### src/rtl/fifo_pop_ctrl_pkg.sv
// Shared types and helpers for the FIFO pop controller and its two-entry skid buffer.
package fifo_pop_ctrl_pkg;

    localparam int SKID_ENTRIES = 2;

    // One address bit plus a wrap bit, so a full and an empty buffer can be told apart.
    typedef logic [1:0] skid_ptr_t;

    function automatic logic [1:0] skid_count(input skid_ptr_t wr_ptr, input skid_ptr_t rd_ptr);
        return wr_ptr - rd_ptr;
    endfunction

endpackage

### src/rtl/skid_buf2.sv
// Two-entry skid buffer with write/read strobes, a synchronous clear and occupancy output.
module skid_buf2
    import fifo_pop_ctrl_pkg::*;
#(
    parameter int DATA_W = 32
) (
    input  logic              clk,
    input  logic              rst,
    input  logic              clr,
    input  logic              wr,
    input  logic [DATA_W-1:0] wr_dat,
    input  logic              rd,
    output logic [DATA_W-1:0] rd_dat,
    output logic [1:0]        num,
    output logic              vld
);

    skid_ptr_t         wr_ptr_r;
    skid_ptr_t         rd_ptr_r;
    logic [DATA_W-1:0] mem_r [SKID_ENTRIES];
    logic              vld_r;
    skid_ptr_t         wr_ptr_nxt_s;
    skid_ptr_t         rd_ptr_nxt_s;

    // Next pointer values; clear has priority over both strobes.
    always_comb begin
        wr_ptr_nxt_s = wr_ptr_r;
        rd_ptr_nxt_s = rd_ptr_r;
        if (clr) begin
            wr_ptr_nxt_s = 2'd0;
            rd_ptr_nxt_s = 2'd0;
        end else begin
            wr_ptr_nxt_s = wr_ptr_r + {1'b0, wr};
            rd_ptr_nxt_s = rd_ptr_r + {1'b0, rd};
        end
    end

    // Storage, pointers and the registered valid flag.
    always_ff @(posedge clk) begin
        if (rst) begin
            wr_ptr_r <= 2'd0;
            rd_ptr_r <= 2'd0;
            vld_r    <= 1'b0;
            for (int i = 0; i < SKID_ENTRIES; i++) begin
                mem_r[i] <= '0;
            end
        end else begin
            if (wr && !clr) begin
                mem_r[wr_ptr_r[0]] <= wr_dat;
            end
            wr_ptr_r <= wr_ptr_nxt_s;
            rd_ptr_r <= rd_ptr_nxt_s;
            vld_r    <= (skid_count(wr_ptr_nxt_s, rd_ptr_nxt_s) != 2'd0);
        end
    end

    assign rd_dat = mem_r[rd_ptr_r[0]];
    assign num    = skid_count(wr_ptr_r, rd_ptr_r);
    assign vld    = vld_r;

endmodule

### src/rtl/fifo_pop_ctrl.sv
// Turns a sync FIFO's pop / one-cycle-latency read into a valid/ready stream at full rate.
module fifo_pop_ctrl
    import fifo_pop_ctrl_pkg::*;
#(
    parameter int FIFO_DATA_W = 32,
    parameter int SKID_DEEP   = 2
) (
    input  logic                   clk,
    input  logic                   rst,
    input  logic                   fifo_empty,
    output logic                   fifo_pop,
    input  logic [FIFO_DATA_W-1:0] fifo_pop_dat,
    input  logic                   fifo_pop_dat_vld,
    input  logic                   flush,
    output logic                   out_vld,
    output logic [FIFO_DATA_W-1:0] out_dat,
    input  logic                   out_rdy,
    output logic [1:0]             buf_num,
    output logic                   err
);

    logic       inflight_r;
    logic       err_r;
    logic       xfer_s;
    logic       wr_s;
    logic       rd_s;
    logic       pop_s;
    logic [2:0] credit_used_s;
    logic [2:0] credit_lim_s;

    assign xfer_s = out_vld & out_rdy;

    // Pop only when every word already buffered or in flight still has a slot after this cycle's transfer.
    always_comb begin
        credit_used_s = {1'b0, buf_num} + {2'b00, inflight_r};
        credit_lim_s  = 3'(SKID_DEEP) + {2'b00, xfer_s};
        pop_s         = ~fifo_empty & ~flush & ~rst & (credit_used_s < credit_lim_s);
    end

    assign fifo_pop = pop_s;
    assign wr_s     = fifo_pop_dat_vld & inflight_r & ~flush;
    assign rd_s     = xfer_s & ~flush;

    // In-flight tracking and the sticky protocol-error flag.
    always_ff @(posedge clk) begin
        if (rst) begin
            inflight_r <= 1'b0;
            err_r      <= 1'b0;
        end else begin
            inflight_r <= pop_s;
            if (fifo_pop_dat_vld != inflight_r) begin
                err_r <= 1'b1;
            end
        end
    end

    assign err = err_r;

    skid_buf2 #(
        .DATA_W (FIFO_DATA_W)
    ) u_skid (
        .clk    (clk),
        .rst    (rst),
        .clr    (flush),
        .wr     (wr_s),
        .wr_dat (fifo_pop_dat),
        .rd     (rd_s),
        .rd_dat (out_dat),
        .num    (buf_num),
        .vld    (out_vld)
    );

endmodule
### config.mk
export PLATFORM = sky130hd
export DESIGN_NAME = fifo_pop_ctrl
export DESIGN_NICKNAME = d
export VERILOG_FILES = /design/src/rtl/fifo_pop_ctrl_pkg.sv /design/src/rtl/skid_buf2.sv /design/src/rtl/fifo_pop_ctrl.sv
export SDC_FILE = /design/constraint.sdc
export NUM_CORES = 1
export LEC_CHECK = 0
export ABC_AREA = 1
export CORE_UTILIZATION = 50
export CTS_CLUSTER_SIZE = 10
export DETAILED_ROUTE_END_ITERATION = 12
export DONT_BUFFER_PORTS = 1
export GPL_TIMING_DRIVEN = 0
export PLACE_DENSITY_LB_ADDON = 0.25
export SETUP_SLACK_MARGIN = 0.05
export SLEW_MARGIN = 30
export SYNTH_ARGS = -nofsm -noshare
export SYNTH_HDL_FRONTEND = slang
export SYNTH_SLANG_ARGS = --single-unit
### constraint.sdc
create_clock -name clk -period 2.66 [get_ports clk]
set_clock_uncertainty 0.1 [all_clocks]
set_input_delay 0.532 -clock clk [delete_from_list [all_inputs] [get_ports clk]]
set_output_delay 0.532 -clock clk [all_outputs]
set_load 0.05 [all_outputs]
==> results by group, run 1 <==
Placement
  – GPL Wtd Cong: 0.714
  – Pre-CTS setup slack: 0.00517 ns
  – Final HPWL DP: 3.61 mm
  – PortBufs: 0

Worst setup path
  – CP arrival: 2.13 ns
  – Crit-path slowest cell: xor2_4
  – R2R cell count: 5
  – Critical path required time: 2.03 ns
  – CP Cell Sequence: inv_4 -> ha_4 -> xnor2_4 -> xor2_4 -> ha_4 -> o21ai_2 -> and3_4
  – Crit path depth: 7
  – CP dominant cell by count: ha_4
  – Worst Path Buf+Inv: 1
  – Crit Path Class: register to output port
  – Startpoint types: register
  – Crit path largest cell delay: 0.41 ns
  – Max FO, Critical Path: 2
  – Top delay family on crit path: XOR/XNOR gates
  – Endpoint class of the critical path: output port

Synth
  – Synth top area cells: edfxtp_1 60%, mux2_2 11%, nor2_1 8.6%
  – Register bit total from synthesis: 71
  – Yosys cell types: 19
  – Seq/Total Area, Yosys: 64.3%
  – Syn_nets: 310
  – Synth top area share: 60.0%
  – Post-synth top area cell: edfxtp_1
  – Mapped Cells: 266
  – Post-Syn Area per Cell: 12.0 um2
  – Mapped Area: 0.00320 mm2
  – Synth Warn #: 0

Floorplanning
  – Die area: 0.00673 mm2
  – Initial core utilization: 52.9%
  – Die Y-Extent: 82.1 um
  – Die X: 82.1 um
  – IO Count: 75
  – Core area: 0.00606 mm2
  – Num rows: 28

CTS
  – H-tree levels: 3
  – Clock tree from TritonCTS: yes
  – Clock slew at reported path FFs: 0.07 ns
  – Num Clock Sinks: 71
  – Root Buffer: clkbuf_8
  – CTS Buf Count: 9
  – Worst-skew pair later-pin latency: 0.34 ns
  – Max clock buf depth: 2

STA
  – Max_slew headroom: 66.0%
  – RSZ-0062 raised after global routing: true
  – Tightest Pin Transition: 0.509 ns
  – Final period util: 104%
  – Setup violations, final: 1
  – Fmax: 0.362 GHz
  – Final Max Slew Viols: 0
  – Post-route minimum period: 2.76 ns
  – Setup_tns: -0.101 ns
  – Final Hold Viols: 0
  – Final worst slack: -0.101 ns

Status
  – Failing checks: negative setup slack
  – Status: complete, but fails checks

Routing
  – WL per Instance: 15.2 um
  – Number of DRC markers in iteration 0: 111
  – Final WL: 5.50 mm
  – DRC Markers: 0
  – Vias per cell: 5.04
  – Via count: 1819
  – Number of nets with antenna violations after routing: 0
  – TritonRoute pass-1 iters: 4

Power and ir drop
  – Worst VDD drop: 0.546 mV
  – Power, Total: 2470 uW
  – Leak Pwr: 0.00157 uW
  – Pwr per Cell Area: 667 mW/mm2

Global route
  – Overflow left after global routing: 0
  – Pin count of the biggest net entering global routing: 24
  – Total GRT Usage: 17.9%
  – Initial antenna violation count: 0
  – Vias in the first global route: 1734
  – First-pass GRT wire length: 8.42 mm

Job
  – Max Cap Violations: 0

Finish
  – Area grow syn2layout: 15.5%
  – Filler cells: 483
  – Layout cells sized above 1: 27.3%
  – NumNets Final: 325
  – Diodes inserted: 0

Worst hold path
  – Hold Crit Class: primary input to register
  – Hold Path Depth: 1
==> synthesized netlist by cell type <==
library cell,n
and3_1,2
buf_4,3
buf_6,6
clkbuf_2,1
dfxtp_1,7
edfxtp_1,64
ha_1,6
inv_1,47
mux2_1,2
mux2_2,30
nand2_1,14
nand3_1,3
nand3_4,2
nor2_1,73
nor2_2,2
nor2_4,1
o21ai_0,1
xnor2_1,1
xor2_1,1
==> where the power goes <==
| part | total (uW) | switching (uW) | internal, uW |
|---|---|---|---|
| logic | 168 | 132 | 36.3 |
| clock network | 1040 | 410 | 626 |
| registers | 1260 | 15.2 | 1250 |
| total | 2470 | 557 | 1910 |
==> cells by family after synthesis <==
logic type | Yosys count | share of synthesized area [%]
xor gates and xnor gates | 2 | 0.547
and+or+nand+nor | 97 | 12.9
DFF | 71 | 64.3
adders and majority gates | 6 | 2.34
buffers and inverters | 57 | 8.47
muxes | 32 | 11.2
AOI/OAI and AO/OA | 1 | 0.156
==> placed cells by master (no fill, tap or decap), types with 3 or more instances in the layout <==
cell type	n
inv_1	45
mux2_2	30
edfxtp_1	64
buf_4	5
nand3_1	3
ha_1	3
ha_4	3
dfxtp_1	5
bufinv_16	3
nand2_1	12
clkbuf_8	9
buf_6	6
nor2_1	73
==> worst reg2reg max path: cells and delay by family, from the launching register on <==
family	cells	cell delay (ns)
adder cells (fa/ha/maj)	1	0.32
buffers and inverters	2	0.40
flip-flops	1	0.40
AND/OR/NAND/NOR	2	0.43
==> sequential cells by signal, summed over array words and instances (netlist names) <==
register,cells
u_skid.vld,1
u_skid.wr_ptr_r,2
u_skid.rd_ptr_r,2
u_skid.mem_r,64
inflight_r,1
err,1
==> repair_timing <==
action | in CTS | in global routing
hold buffers | 0 | 0
hold endpoints to repair | 0 | 0
resized for setup | 11 | 0
setup buffers | 2 | 0
pin swaps | 6 | 1
endpoints found under the setup margin | 1 | 1
==> layer usage <==
layer | GRT usage, % | wire (um) | vias to the layer above
met3 | 5.00 | 304 | 10
li1 | - | - | 886
met1 | 20.7 | 2190 | 875
met4 | 9.65 | 105 | 0
met5 | 0 | 0 | -
met2 | 30.0 | 2890 | 48
==> cell type report <==
type	instances	area [um2]	share of cell area, %
buffer	10	95.1	2.57
tap	75	93.8	2.53
inverter	47	183	4.93
sequential	71	2060	55.8
multi-input combinational	138	960	25.9
clock inverter	7	120	3.24
clock buffer	9	124	3.35
timing repair buffer	4	62.6	1.69
==> per-stage QoR <==
stage | utilization [%] | hold slack, ns | instance area (um2) | std cells
finish | 61.1 | 0.158 | 3700 | 361
global route | 61.1 | 0.143 | 3700 | 361
CTS | 61.1 | 0.144 | 3700 | 361
detailed placement | 55.9 | 0.472 | 3390 | 343
global placement | 55.0 | 0.462 | 3330 | 341
floorplan | - | 0.434 | 3240 | 266
==> final timing paths <==
kind / start / to / slack [ns]
worst max-delay path: u_skid.wr_ptr_r[0]$_SDFF_PP0_ / fifo_pop / -0.10
worst min-delay path: rst / err$_SDFFE_PP0P_ / 0.16
worst max register to register: inflight_r$_SDFF_PP0_ / u_skid.mem_r[0][3]$_SDFFCE_PN0P_ / 0.71
worst min register to register: u_skid.rd_ptr_r[1]$_SDFF_PP0_ / u_skid.rd_ptr_r[1]$_SDFF_PP0_ / 0.49
Note: power is estimated with default switching activity, not from simulation.
==> run 2: changes to the inputs <==
Settings changed: CAP_MARGIN set to 20.
==> results of run 2 <==
Same layout as run 1: the final DEF is identical, and so are final timing and power.
